`src/rtl/layer_out_sequencer.sv`:
```
// Captures a full layer of neuron outputs and replays them one element per accepted beat.
// Optional argmax tracking over each replayed frame is enabled by defining LAYER_ARGMAX_EN.
module layer_out_sequencer #(
  parameter int NN        = 10,
  parameter int dataWidth = 16,
  parameter int IDXW      = $clog2(NN)
) (
  input  logic                    clk,
  input  logic                    rst,
  input  logic [NN-1:0]           in_valid,
  input  logic [NN*dataWidth-1:0] in_data,
  input  logic                    out_ready,
  output logic                    out_valid,
  output logic [dataWidth-1:0]    out_data,
  output logic [IDXW-1:0]         out_idx,
  output logic                    out_last,
  output logic                    busy,
  output logic                    overrun,
  output logic                    partial_err,
`ifdef LAYER_ARGMAX_EN
  output logic                    max_valid,
  output logic [IDXW-1:0]         max_idx,
  output logic [dataWidth-1:0]    max_val,
`endif
  output logic [15:0]             frame_cnt
);

  localparam int unsigned LAST_IDX = NN - 1;

  typedef enum logic {IDLE, SHIFT} state_t;

  state_t               state;
  logic [dataWidth-1:0] cap [NN];

  logic            frame_ok_c;
  logic            partial_c;
  logic            xfer_c;
  logic            at_last_c;
  logic [IDXW-1:0] nxt_idx_c;

  assign frame_ok_c = &in_valid;
  assign partial_c  = (|in_valid) && !frame_ok_c;
  assign xfer_c     = out_valid && out_ready;
  assign at_last_c  = (out_idx == IDXW'(LAST_IDX));
  assign nxt_idx_c  = out_idx + IDXW'(1);

  // Capture / replay FSM; out_idx doubles as the replay pointer.
  always_ff @(posedge clk) begin
    if (rst) begin
      state       <= IDLE;
      out_valid   <= 1'b0;
      out_data    <= '0;
      out_idx     <= '0;
      out_last    <= 1'b0;
      busy        <= 1'b0;
      overrun     <= 1'b0;
      partial_err <= 1'b0;
      frame_cnt   <= '0;
      for (int i = 0; i < NN; i++) cap[i] <= '0;
    end else begin
      overrun <= 1'b0;
      case (state)
        IDLE: begin
          if (frame_ok_c) begin
            for (int i = 0; i < NN; i++) cap[i] <= in_data[i*dataWidth +: dataWidth];
            out_data  <= in_data[0 +: dataWidth];
            out_idx   <= '0;
            out_last  <= 1'b0;
            out_valid <= 1'b1;
            busy      <= 1'b1;
            state     <= SHIFT;
          end else if (partial_c) begin
            partial_err <= 1'b1;
          end
        end
        SHIFT: begin
          // Any full frame seen while replaying is dropped, including on the last beat.
          overrun <= frame_ok_c;
          if (xfer_c) begin
            if (at_last_c) begin
              state     <= IDLE;
              out_valid <= 1'b0;
              busy      <= 1'b0;
              out_last  <= 1'b0;
              frame_cnt <= frame_cnt + 16'd1;
            end else begin
              out_idx  <= nxt_idx_c;
              out_data <= cap[nxt_idx_c];
              out_last <= (nxt_idx_c == IDXW'(LAST_IDX));
            end
          end
        end
        default: state <= IDLE;
      endcase
    end
  end

`ifdef LAYER_ARGMAX_EN
  logic [dataWidth-1:0] run_val;
  logic [IDXW-1:0]      run_idx;
  logic                 take_c;

  // Element 0 seeds the maximum; strict greater-than keeps the lowest index on ties.
  assign take_c = (out_idx == '0) || ($signed(out_data) > $signed(run_val));

  always_ff @(posedge clk) begin
    if (rst) begin
      run_val   <= '0;
      run_idx   <= '0;
      max_valid <= 1'b0;
      max_idx   <= '0;
      max_val   <= '0;
    end else begin
      max_valid <= 1'b0;
      if (state == SHIFT && xfer_c) begin
        if (take_c) begin
          run_val <= out_data;
          run_idx <= out_idx;
        end
        if (at_last_c) begin
          max_valid <= 1'b1;
          max_val   <= take_c ? out_data : run_val;
          max_idx   <= take_c ? out_idx  : run_idx;
        end
      end
    end
  end
`endif

endmodule

```
`config.mk`:
```
export PLATFORM = sky130hd
export DESIGN_NAME = layer_out_sequencer
export DESIGN_NICKNAME = d
export VERILOG_FILES = /design/src/rtl/layer_out_sequencer.sv
export SDC_FILE = /design/constraint.sdc
export NUM_CORES = 1
export LEC_CHECK = 0
export BUFFER_PORTS_ARGS = -buffer_cell sky130_fd_sc_hd__buf_2
export CORE_MARGIN = 10
export CORE_UTILIZATION = 50
export CTS_BUF_LIST = sky130_fd_sc_hd__clkbuf_4 sky130_fd_sc_hd__clkbuf_8 sky130_fd_sc_hd__clkbuf_16
export DETAILED_ROUTE_END_ITERATION = 8
export GPL_TIMING_DRIVEN = 0
export HOLD_SLACK_MARGIN = 0.06
export PLACE_DENSITY = 0.75
export RECOVER_POWER = 25
export SYNTH_ARGS = -nofsm -noshare
export SYNTH_HDL_FRONTEND = slang
export SYNTH_SLANG_ARGS = --single-unit
```
`constraint.sdc`:
```
create_clock -name clk -period 7.15 [get_ports clk]
set_input_delay 0.3575 -clock clk [delete_from_list [all_inputs] [get_ports clk]]
set_output_delay 0.3575 -clock clk [all_outputs]
set_load 0.03 [all_outputs]
```
==> Word level (Yosys, flattened, before mapping) <==
Memories as Yosys holds them, arrays and structs flattened.
Cells that the tools add are included.
{ "totals": {"in_bits": 173, "ramBits": 160, "reg_bits": 41, "latch_bits": 0, "memories": 1, "wordCells": 75, "romBits": 0} }
{ "op_classes": {"muxes": 35, "shifts": 0, "n_mul": 0, "bitwise_logic": 12, "magnitude_cmp": 0, "div_mod_pow": 0, "eq_ne": 6, "reduce_logical": 11, "n_addsub": 2} }
{ "mem_list": {"columns": ["name", "depth", "width", "read_ports", "rd_ports_with_merged_regs", "wr", "line_no", "rtl"], "rows": [
  ["cap", 10, 16, 1, 0, 10, "33", "logic [dataWidth-1:0] cap [NN];"]
]} }
{ "ops": {"columns": ["op", "n"], "rows": [
  ["$mux 16", 13],
  ["$pmux 16 s2", 1],
  ["$add 16x1->16 const B", 1],
  ["$mux 1", 14],
  ["$mux 4", 3],
  ["$reduce_and 3->1", 4],
  ["$or 1x1->1", 10],
  ["$reduce_and 10->1", 1],
  ["$reduce_or 10->1", 1],
  ["$eq 4x4->1 const B", 2],
  ["$pmux 4 s2", 1],
  ["$pmux 1 s2", 3],
  ["$add 4x1->4 const B", 1],
  ["$ne 2x1->1 const B", 2],
  ["$ne 2x2->1 const B", 2],
  ["$logic_and 1x1->1", 2],
  ["$not 1->1", 2],
  ["$reduce_and 2->1", 1],
  ["$reduce_or 2->1", 1],
  ["$logic_not 1->1", 1]
]} }

==> Logic depth before layout (Yosys ltp) <==
Gate-level depths: netlist of run 1.
{ "logic_depth": {"word_depth": 6, "mapped_depth": 9, "mapped_depth_nobuf": 7} }

==> Worst setup path before layout of run 1 <==
Ideal clock, no wire load.
{ "synth_timing": {"path_type": "input-to-reg", "start": "input in_valid[8]", "end": "memory cap[0][0], enable pin", "arrival_ps": 2845, "required_time_ps": 6697, "n_path_buf": 0, "path_slack_ps": 3853, "setup_ps": 453, "cell_stages": 3, "cell_sequence": "nand4_1 nor4_2 or2_2"} }
{ "synth_rtl": {"columns": ["item", "line_no", "rtl"], "rows": [
  ["start: declaration", "10", "input logic [NN-1:0] in_valid,"],
  ["end: declaration", "33", null]
]} }

==> results.rst, run 1 <==
.. list-table::
   :header-rows: 1

   * - Metric
     - Value
   * - Overall routing resource usage
     - 19.46%
   * - Clock buffer count from CTS
     - 22
   * - Crit Path Max Fanout
     - 73
   * - P_leak
     - 0.004490 uW
   * - F_max
     - 285.7 MHz
   * - Post-CTS repair timing setup buffer count
     - 0
   * - Signal arrival time at the worst endpoint
     - 3670 ps
   * - Std-Cell Core Area
     - 18020 um^2
   * - Final hold violation count
     - 0
   * - Io pins
     - 214
   * - Fraction of power consumed by combinational cells
     - 3.7%
   * - Number of remaining DRC errors
     - 0
   * - Post-Synthesis Cell Area
     - 9219 um^2
   * - Sequential share of power
     - 49.4%
   * - Sink count of the clock tree
     - 201
   * - Average cell area after synthesis
     - 14.10 um^2
   * - Initial DRT Pass Iterations
     - 5
   * - Dpl hpwl
     - 18320 um
   * - Net switching component of the power
     - 511.5 uW
   * - Worst min-delay path category
     - in -> reg
   * - Critical path type
     - reg -> reg
   * - Initial standard-cell utilization of the core
     - 51.15%
   * - Clock latency on the worst-skew pair
     - 510 ps
   * - Crit path setup slack, layout
     - 3649 ps
   * - Share of layout cells above drive strength 1
     - 28.30%
   * - Die boundary height
     - 155.8 um
   * - Yosys reg bits
     - 201
   * - Vias in the first global route
     - 6542
   * - Number of distinct library cell variants in the gate-level netlist after synthesis
     - 48
   * - Mapped Nets
     - 831
   * - Final setup violating endpoints
     - 0
   * - Fraction of met1 tracks used by global routing
     - 23.48%
   * - Number of resized instances in the post-cts repair step
     - 0
   * - CTS H-tree lvls
     - 1
   * - Input/output buffers
     - 212
   * - Post-CTS clock slew at the launch and capture registers of the worst setup and hold paths
     - 60 ps
   * - Setup TNS
     - 0 ps
   * - GRT busiest layer
     - met2
   * - Portion of the post-synthesis area used by sequential elements
     - 61.02%
   * - Count of pins over their slew limit
     - 22
   * - Critical-path top delay cell
     - sky130_fd_sc_hd__or2_0
   * - Final cycle utilization of the critical path
     - 48.96%
   * - Total of hold buffers inserted after clock tree synthesis
     - 1
   * - FILL cells
     - 1419
   * - Post-Syn Instances
     - 654
   * - Yosys synthesis warning count
     - 0
   * - CP Launch Type
     - flip-flop
   * - Antenna violations before repair
     - 7
   * - Final wirelength
     - 24250 um
   * - Per-cell routed wire length
     - 21.31 um
   * - Async S/R FF share, synth
     - 0%
   * - Outcome
     - finished, violations left
   * - Pre-CTS setup slack
     - 3886 ps
   * - First-pass GRT wire length
     - 36480 um
   * - Total of max-cap violations
     - 1
   * - Chip Width
     - 155.8 um
   * - Relative contribution of the clock network to total power
     - 46.9%
   * - Worst IR drop on VDD
     - 0.2149 mV
   * - Clock tree from TritonCTS
     - yes
   * - Top_reg_cell synth
     - sky130_fd_sc_hd__edfxtp_1
   * - Period minus WS final
     - 3501 ps
   * - Highest cell delay on the worst timing path
     - 1520 ps
   * - Vias per cell
     - 5.368
   * - Number of vias after detailed routing
     - 6109
   * - Clk_skew
     - 7.428 ps
   * - Pin count of the biggest net entering global routing
     - 74
   * - Required time of the critical path
     - 7320 ps
   * - Last weighted congestion value of the routability-driven placer
     - 0.8357
   * - Total gr overflow
     - 0
   * - Placement row count
     - 49
   * - Violated checks
     - capacitance limit, slew limit
   * - CP Cell Sequence
     - clkbuf_1 > nor4_1 > or2_0 > buf_16
   * - Global-route track usage on met3
     - 6.176%
   * - Layout Area Growth over Synthesis
     - 22.84%
   * - Power density cells
     - 230.2 nW/um^2
   * - Clock root buffer
     - sky130_fd_sc_hd__clkbuf_16
   * - Worst rel slew slack
     - -31.92%
   * - Post-layout net count
     - 1070
   * - DRT iter0 DRCs
     - 354
   * - Unrepaired setup endpoints after global routing
     - no
   * - Die Area
     - 24270 um^2
   * - Maximum clock path buffer count
     - 3
   * - Number of nets still failing antenna checks after routing
     - 0
   * - GR met2 Demand/Resource
     - 32.83%
   * - Net Sw Frac
     - 19.62%
   * - Transition time at the pin with the least slew margin
     - 1979 ps
   * - Number of flops mapped to enable cells by yosys
     - 160
   * - Endpoint kind of the worst setup timing path
     - flip-flop
   * - Int Pwr
     - 2096 uW
area by class of cell:
cell class              instances  area [um^2]  area share, %
diodes                          1        2.502        0.02210
plain buffers                  42        264.0          2.331
clock buffers                  25        579.3          5.115
clock inverters                14        211.5          1.867
inverters                       6        22.52         0.1989
multi-input cells             405         3258          28.77
flip-flops and latches        201         5625          49.67
well taps                     229        286.5          2.530
repair buffers                215         1075          9.491
synthesized netlist by cell type (7+ instances only):
master / number / area share [%]
sky130_fd_sc_hd__edfxtp_1: 160 / 52
sky130_fd_sc_hd__a21oi_1: 10 / 0.54
sky130_fd_sc_hd__mux2i_1: 17 / 1.8
sky130_fd_sc_hd__dfxtp_1: 41 / 8.9
sky130_fd_sc_hd__nor3_1: 19 / 1.0
sky130_fd_sc_hd__nand2_1: 14 / 0.57
sky130_fd_sc_hd__mux2_2: 17 / 2.1
sky130_fd_sc_hd__a211oi_1: 14 / 1.1
sky130_fd_sc_hd__nor2_1: 39 / 1.6
sky130_fd_sc_hd__xor2_1: 9 / 0.86
sky130_fd_sc_hd__nand3_1: 10 / 0.54
sky130_fd_sc_hd__nand4_1: 7 / 0.48
sky130_fd_sc_hd__mux4_1: 24 / 6.8
sky130_fd_sc_hd__o2bb2ai_1: 16 / 1.5
sky130_fd_sc_hd__and2_1: 160 / 11
sky130_fd_sc_hd__mux4_2: 8 / 2.0
sky130_fd_sc_hd__clkbuf_1: 20 / 0.81
layer usage:
metal	wire length, um	vias up
met5	57	-
met3	2169	50
met4	589	8
met2	12050	250
li1	-	2894
met1	9387	2907
worst max-delay path, delay by kind of cell (launching register included):
kind / cells / cell delay [ps]
AND/OR/NAND/NOR: 2 / 2220
buffers and inverters: 2 / 580
flip-flops: 1 / 300
per-stage QoR:
step | hold WS, ps | instance area [um^2] | total power (uW) | utilization (%) | instances
6_report | 119.5 | 11320 | 2607 | 62.83 | 1138
5_1_grt | 109.6 | 11320 | 2683 | 62.81 | 1137
4_1_cts | 106.4 | 11420 | 2627 | 63.38 | 1137
3_5_place_dp | 459.1 | 10620 | 1410 | 58.94 | 1097
3_3_place_gp | 448.2 | 10570 | 1407 | 58.62 | 1095
2_1_floorplan | 555.7 | 9219 | 1346 | - | 654
logic make-up after synthesis:
family                   count (synthesis)  synth area share [%]
AND/OR/NAND/NOR                        271                 16.95
adder cells (fa/ha/maj)                  4                0.5429
multiplexers                            66                 12.72
XOR/XNOR                                15                 1.507
AO/OA/AOI/OAI                           49                 3.922
flip-flops                             201                 61.02
buffers and inverters                   48                 3.339
sequential cells by signal, summed over array words and instances, names as in the netlist:
name         count
busy             1
cap            160
frame_cnt       16
out_data        16
out_idx          4
out_last         1
overrun          1
partial_err      1
state            1
path summary, 6_finish.rpt:
| kind | start | endpoint | slack [ps] | depth (start not counted) |
|---|---|---|---|---|
| max | state | cap[7][3] | 3650 | 4 |
| min | in_data[159] | cap[9][15] | 120 | 2 |
| max reg2reg | state | cap[7][3] | 3650 | 4 |
| min reg2reg | partial_err | partial_err | 480 | 2 |
power by group through the flow:
stage	combinational [uW]	clock (uW)	sequential, uW
finish	96.7	1220	1290
global route	106	1290	1290
CTS	98.4	1240	1290
detailed placement	97.3	0	1310
global placement	91.8	0	1320
floorplan	33.0	0	1310
cells in the final DEF (no fill, tap or decap), types with 4 or more instances in the layout:
cell type	instances
sky130_fd_sc_hd__nor4_1	5
sky130_fd_sc_hd__inv_1	5
sky130_fd_sc_hd__buf_6	5
sky130_fd_sc_hd__nor3_1	19
sky130_fd_sc_hd__buf_2	176
sky130_fd_sc_hd__mux4_1	24
sky130_fd_sc_hd__and2_1	144
sky130_fd_sc_hd__xnor2_1	5
sky130_fd_sc_hd__mux4_2	8
sky130_fd_sc_hd__and2_0	16
sky130_fd_sc_hd__o21ai_0	5
sky130_fd_sc_hd__a211oi_1	14
sky130_fd_sc_hd__nand2_1	14
sky130_fd_sc_hd__bufinv_16	5
sky130_fd_sc_hd__clkbuf_8	5
sky130_fd_sc_hd__o2bb2ai_1	16
sky130_fd_sc_hd__ha_1	4
sky130_fd_sc_hd__mux2i_1	17
sky130_fd_sc_hd__nand3_1	10
sky130_fd_sc_hd__xor2_1	9
sky130_fd_sc_hd__dfxtp_1	41
sky130_fd_sc_hd__edfxtp_1	160
sky130_fd_sc_hd__clkbuf_1	65
sky130_fd_sc_hd__clkbuf_16	22
sky130_fd_sc_hd__nand4_1	7
sky130_fd_sc_hd__mux2_2	17
sky130_fd_sc_hd__a21oi_1	10
sky130_fd_sc_hd__nor2_1	41
(Power assumes the default switching activity.)
==> run 2: changes to the inputs <==
Settings changed: CORE_UTILIZATION 50 to 49, PLACE_DENSITY 0.75 to 0.77.
Clock period 7.15 ns to 3.1 ns, I/O delays scaled along.
==> run 2 against run 1 <==
  * The flow now finishes without violations
  * Critical path depth rose by 5
  * Worst hold slack improved by 58 ps
  * Clock skew rose by 8.1 ps
  * First-iteration DRC count rose by 32%
  * Register-to-register slack got worse by 3500 ps
  * Cell count rose by 15%
  * Highest routed layer is now met4
  * Critical endpoint is now out_data[13]
==> results.rst, run 2 (synthesis gave the netlist of run 1 again) <==
.. list-table::
   :header-rows: 1

   * - Metric
     - Value
   * - Post-layout net count
     - 1233
   * - Critical-path top delay cell
     - sky130_fd_sc_hd__mux4_1
   * - Worst Hold Margin
     - 177.7 ps
   * - Commonest cells after routing, fill and taps aside
     - sky130_fd_sc_hd__buf_2, sky130_fd_sc_hd__dlygate4sd3_1, sky130_fd_sc_hd__and2_1, sky130_fd_sc_hd__edfxtp_1, sky130_fd_sc_hd__clkbuf_1
   * - Final wirelength
     - 28790 um
   * - Number of remaining DRC errors
     - 0
   * - Vias in the first global route
     - 7541
   * - Chip Width
     - 157.2 um
   * - P_leak
     - 0.005158 uW
   * - Pre-CTS setup slack
     - -253.8 ps
   * - Worst rel slew slack
     - 18.06%
   * - Crit Path Max Fanout
     - 10
   * - Top Metal Used
     - met4
   * - Worst hold endpoint
     - overrun
   * - Endpoint kind of the worst setup timing path
     - flip-flop
   * - Final hold violation count
     - 0
   * - Most frequent standard cell in the layout excluding fill and tap cells
     - sky130_fd_sc_hd__buf_2
   * - Unrepaired setup endpoints after global routing
     - no
   * - Core Util, Final
     - 69.58%
   * - Count of pins over their slew limit
     - 0
   * - Pin count of the biggest net entering global routing
     - 59
   * - Die Area
     - 24700 um^2
   * - Layout Area Growth over Synthesis
     - 40.24%
   * - Final cycle utilization of the critical path
     - 95.50%
   * - Total of max-cap violations
     - 0
   * - Sink count of the clock tree
     - 201
   * - CP Launch Type
     - flip-flop
   * - Initial standard-cell utilization of the core
     - 49.62%
   * - Final setup violating endpoints
     - 0
   * - Clock latency on the worst-skew pair
     - 510 ps
   * - Sum of met3 wire segment lengths after detailed routing
     - 2443 um
   * - Clk_skew
     - 15.53 ps
   * - FILL cells
     - 1266
   * - FF-to-FF path depth
     - 9
   * - Clock tree from TritonCTS
     - yes
   * - Total Power
     - 5967 uW
   * - Start of the worst register-to-register path
     - out_idx[0]
   * - Post-DP Area
     - 10630 um^2
   * - First-pass GRT wire length
     - 43060 um
   * - Number of vias after detailed routing
     - 6999
   * - Transition time at the pin with the least slew margin
     - 1218 ps
   * - Final instance area
     - 12930 um^2
   * - Metal-1 WL
     - 10630 um
   * - Std-Cell Core Area
     - 18580 um^2
   * - Critical path type
     - reg -> reg
   * - Crit path setup slack, layout
     - 139.4 ps
   * - Die boundary height
     - 157.2 um
   * - Signal arrival time at the worst endpoint
     - 3340 ps
   * - Dpl hpwl
     - 18330 um
   * - Last weighted congestion value of the routability-driven placer
     - 0.8384
   * - CP Cell Sequence
     - inv_2 > buf_2 > ha_1 > buf_6 > buf_6 > mux4_1 > mux2_2 > a211oi_1 > nor3_1
   * - Per-cell routed wire length
     - 21.99 um
   * - Total gr overflow
     - 0
   * - Detail Route met2 WL
     - 14550 um
   * - Power density cells
     - 461.5 nW/um^2
   * - Required time of the critical path
     - 3480 ps
   * - DRT iter0 DRCs
     - 467
   * - Io pins
     - 214
   * - CTS H-tree lvls
     - 1
   * - Input/output buffers
     - 212
   * - Highest cell delay on the worst timing path
     - 680 ps
   * - Regs by FF count
     - cap (160), frame_cnt (16), out_data (16)
   * - Outcome
     - complete, no violations
   * - Number of nets still failing antenna checks after routing
     - 0
   * - Worst flop-to-flop path endpoint
     - out_data[13]
   * - Period minus WS final
     - 2961 ps
   * - Overall routing resource usage
     - 22.97%
   * - Post-CTS clock slew at the launch and capture registers of the worst setup and hold paths
     - 60 ps
   * - Worst min-delay path category
     - in -> reg
   * - Maximum clock path buffer count
     - 3
   * - F_max
     - 337.8 MHz
   * - Most frequent cell on the critical path
     - sky130_fd_sc_hd__buf_6
   * - Clock buffer count from CTS
     - 22
   * - Share of layout cells above drive strength 1
     - 24.28%
   * - Worst IR drop on VDD
     - 0.3634 mV
   * - Worst Min Path Start
     - in_valid[5]
   * - Vias per cell
     - 5.347
   * - Flip-flop count of the largest register, all copies and words added
     - 160
   * - Antenna violations before repair
     - 3
   * - Hold Path Depth
     - 4
   * - Slack of the worst reg-to-reg path
     - 140 ps
   * - Placement row count
     - 50
   * - Initial DRT Pass Iterations
     - 5
   * - Clock root buffer
     - sky130_fd_sc_hd__clkbuf_16
   * - Largest register by flop count
     - cap
[run 2: cell count changes in the layout (fill, tap and decap cells not counted), moves of 3 or more]
cell	delta
sky130_fd_sc_hd__and2_0	-16
sky130_fd_sc_hd__and2_1	+16
sky130_fd_sc_hd__clkinv_1	+3
sky130_fd_sc_hd__bufinv_16	-3
sky130_fd_sc_hd__a211oi_1	-3
sky130_fd_sc_hd__dlygate4sd3_1	+163
sky130_fd_sc_hd__diode_2	+3
sky130_fd_sc_hd__clkbuf_4	+4
[run 2: worst max-delay path by stage]
stage / slack (ps) / end / cells after the start / startpoint
finish: 140 / out_data[13] / 9 / out_idx[0]
global placement: -260 / out_data[4] / 9 / out_idx[0]
global route: 20 / out_data[7] / 9 / out_idx[0]
floorplan: 340 / out_data[7] / 9 / out_idx[0]
CTS: 20 / out_data[6] / 9 / out_idx[0]
detailed placement: -250 / out_data[4] / 9 / out_idx[0]
[run 2: per-layer routing]
layer / vias to the layer above / track usage [%]
met1: 3372 / 26.93
met4: 0 / 9.083
li1: 3224 / -
met5: - / 0
met3: 72 / 6.004
met2: 331 / 39.41
[run 2: stage by stage]
| step | TNS [ps] | instances |
|---|---|---|
| CTS | 0 | 1305 |
| global route | 0 | 1308 |
| detailed placement | -2185 | 1102 |
| floorplan | 0 | 654 |
| global placement | -2040 | 1100 |
| finish | 0 | 1309 |
[run 2: worst max-delay path: cells and delay by family, from the launching register on]
family	cells	cell delay (ps)
compound gates	1	250
fa+ha+maj	1	330
buf+inv	4	770
flops	1	400
mux	2	990
simple gates	1	80
[run 2: final cells by class]
cell class / instances / area [um^2] / area share (%)
Clock inverter: 11 / 112.6 / 0.8710
Clock buffer: 28 / 595.6 / 4.607
Sequential cell: 201 / 5627 / 43.52
Inverter: 6 / 22.52 / 0.1742
Buffer: 42 / 274.0 / 2.119
Antenna cell: 4 / 10.01 / 0.07742
Tap cell: 234 / 292.8 / 2.265
Multi-Input combinational cell: 405 / 3289 / 25.44
Timing Repair Buffer: 378 / 2705 / 20.92
[run 2: timing repair]
item                                    CTS  global route
hold buffers                            164             0
endpoints found under the setup margin   15            10
setup buffers                             0             0
endpoints found under the hold margin   162             0
gates resized for setup                   2             4
[run 2: report_power, final]
part           switching (uW)  internal, uW  leakage [uW]
sequential               16.1          2960       0.00205
combinational             155           250       0.00276
clock                    1060          1530      0.000350
==> run 3: changes to the inputs <==
Settings changed: CORE_MARGIN 10 to 3, CORE_UTILIZATION 49 to 30, PLACE_DENSITY 0.77 to unset, REMOVE_ABC_BUFFERS set to 1.
==> run 3 against run 2 <==
  * Sequential share of layout area shrank 0.40 points
  * Sequential cell count stayed put
  * Design area grew 0.97%
  * Critical path type unchanged
  * Largest cell class unchanged
  * Highest routed layer unchanged
==> results.rst, run 3 (synthesis gave the netlist of run 1 again) <==
.. list-table::
   :header-rows: 1

   * - Metric
     - Value
   * - Vias in the first global route
     - 6675
   * - Period minus WS final
     - 2868 ps
   * - Regs by FF count
     - cap (160), frame_cnt (16), out_data (16)
   * - Slack of the worst reg-to-reg path
     - 230 ps
   * - Area of the multi-input gates
     - 3284 um^2
   * - Antenna violations before repair
     - 1
   * - Outcome
     - complete, no violations
   * - Crit Path Max Fanout
     - 13
   * - Placement row count
     - 63
   * - Io pins
     - 214
   * - Hold Path Depth
     - 4
   * - Transition time at the pin with the least slew margin
     - 1412 ps
   * - Share of layout cells above drive strength 1
     - 25.02%
   * - Sink count of the clock tree
     - 201
   * - Pre-CTS setup slack
     - -900.1 ps
   * - First-pass GRT wire length
     - 38140 um
   * - Most frequent standard cell in the layout excluding fill and tap cells
     - sky130_fd_sc_hd__buf_2
   * - Post-layout net count
     - 1205
   * - CP Launch Type
     - flip-flop
   * - Pin count of the biggest net entering global routing
     - 53
   * - Per-cell routed wire length
     - 17.46 um
   * - Clock buffer count from CTS
     - 23
   * - Clk_skew
     - 12.46 ps
   * - Die Area
     - 32870 um^2
   * - Die boundary height
     - 181.3 um
   * - Worst IR drop on VDD
     - 0.3877 mV
   * - Worst Hold Margin
     - 110.9 ps
   * - Power density cells
     - 447.0 nW/um^2
   * - Timing startpoint of the critical path
     - out_idx[0]
   * - Final wirelength
     - 25040 um
   * - Critical path type
     - reg -> reg
   * - Core Util, Final
     - 43.58%
   * - Clock tree from TritonCTS
     - yes
   * - Clock latency on the worst-skew pair
     - 510 ps
   * - Dpl hpwl
     - 15270 um
   * - Std-Cell Core Area
     - 29950 um^2
   * - Placed Cells
     - 1225
   * - Worst flop-to-flop path endpoint
     - out_data[15]
   * - Final hold violation count
     - 0
   * - FF-to-FF path depth
     - 8
   * - Clock root buffer
     - sky130_fd_sc_hd__clkbuf_16
   * - Post-CTS clock slew at the launch and capture registers of the worst setup and hold paths
     - 60 ps
   * - Total gr overflow
     - 0
   * - Number of nets still failing antenna checks after routing
     - 0
   * - F_max
     - 348.7 MHz
   * - Final setup violating endpoints
     - 0
   * - Input/output buffers
     - 213
   * - Overall routing resource usage
     - 14.70%
   * - Chip Width
     - 181.3 um
   * - Register cell area after layout
     - 5629 um^2
   * - Maximum clock path buffer count
     - 3
   * - Vias per cell
     - 4.585
   * - FILL cells
     - 2754
   * - Unrepaired setup endpoints after global routing
     - no
   * - Commonest cells after routing, fill and taps aside
     - sky130_fd_sc_hd__buf_2, sky130_fd_sc_hd__dlygate4sd3_1, sky130_fd_sc_hd__and2_1, sky130_fd_sc_hd__edfxtp_1, sky130_fd_sc_hd__clkbuf_1
   * - Crit path setup slack, layout
     - 232.4 ps
   * - Count of pins over their slew limit
     - 0
   * - Final cycle utilization of the critical path
     - 92.50%
   * - Initial standard-cell utilization of the core
     - 30.78%
   * - CTS H-tree lvls
     - 1
   * - Number of remaining DRC errors
     - 0
   * - Last weighted congestion value of the routability-driven placer
     - 0.7518
   * - Worst min-delay path category
     - in -> reg
   * - Start of the worst register-to-register path
     - out_idx[0]
   * - Required time of the critical path
     - 3440 ps
   * - Total of max-cap violations
     - 0
   * - Worst Min Path Start
     - in_valid[5]
   * - Endpoint kind of the worst setup timing path
     - flip-flop
   * - Largest register by flop count
     - cap
   * - Initial DRT Pass Iterations
     - 4
   * - P_leak
     - 0.005124 uW
   * - DRT iter0 DRCs
     - 375
   * - Worst rel slew slack
     - 5.733%
   * - Worst hold endpoint
     - overrun
   * - Signal arrival time at the worst endpoint
     - 3210 ps
   * - Flip-flop count of the largest register, all copies and words added
     - 160
   * - Count of placed standard cells in the final layout, fillers left out
     - 1434
   * - Number of vias after detailed routing
     - 6575
   * - Layout Area Growth over Synthesis
     - 41.60%
[run 3: cell types whose count changed in the layout (fill, tap and decap cells not counted), moves of 4 or more]
cell / previous run / this run
sky130_fd_sc_hd__clkbuf_1: 65 / 41
sky130_fd_sc_hd__buf_12: 0 / 5
sky130_fd_sc_hd__buf_6: 5 / 0
sky130_fd_sc_hd__clkbuf_8: 5 / 0
sky130_fd_sc_hd__clkinv_2: 2 / 7
sky130_fd_sc_hd__buf_16: 2 / 6
sky130_fd_sc_hd__clkinv_1: 5 / 1
[run 3: how the worst max path moves through the flow]
stage                         to  slack (ps)  cells past startpoint
floorplan            out_data[0]        -880                      6
global placement    out_data[15]       -2790                      6
detailed placement  out_data[15]        -900                      7
CTS                 out_data[15]          30                      8
global route        out_data[15]         100                      8
finish              out_data[15]         230                      8
[run 3: through the flow]
stage	TNS [ps]	total power [uW]	cell area [um^2]
CTS	0	5910	13110
floorplan	-45240	3095	8934
global route	0	6048	13050
detailed placement	-12340	3250	10750
finish	0	5835	13050
global placement	-656440	3245	10490
[run 3: routing by layer]
metal  global-route usage, %  wire length [um]  vias to the layer above
met1                   19.92             11090                     3149
met4                   3.169               563                        0
li1                        -                 -                     3170
met3                   3.100              1507                       35
met5                       0                 0                        -
met2                   24.41             11870                      221
[run 3: repair_timing]
action                     4_1_cts  5_1_grt
hold endpoints to repair       162        0
hold buffers                   163        0
pin swaps                        0        0
buffers inserted                 1        4
gates resized for setup          3        0
setup endpoints to repair       16        6
[run 3: report_power, final]
group          total (uW)  switching (uW)  leakage, uW  internal, uW
Clock                2490            1050     0.000354          1440
Sequential           2970            13.1      0.00205          2950
Combinational         383             136      0.00272           247
Total                5840            1200      0.00512          4640
[run 3: area by class of cell]
cell class / count / share of cell area, %
Tap cell: 390 / 3.738
Inverter: 6 / 0.1917
Sequential cell: 201 / 43.12
Multi-Input combinational cell: 405 / 25.16
Clock inverter: 9 / 0.3642
Clock buffer: 31 / 4.869
Antenna cell: 1 / 0.01917
Timing Repair Buffer: 391 / 22.53
[run 3: worst max-delay path: stages (launching register included)]
cell	delay, ps
sky130_fd_sc_hd__dfxtp_4	460
sky130_fd_sc_hd__ha_1	390
sky130_fd_sc_hd__xor2_4	470
sky130_fd_sc_hd__buf_16	220
sky130_fd_sc_hd__buf_16	160
sky130_fd_sc_hd__mux4_2	330
sky130_fd_sc_hd__mux2_2	280
sky130_fd_sc_hd__a211oi_1	290
sky130_fd_sc_hd__nor3_1	80
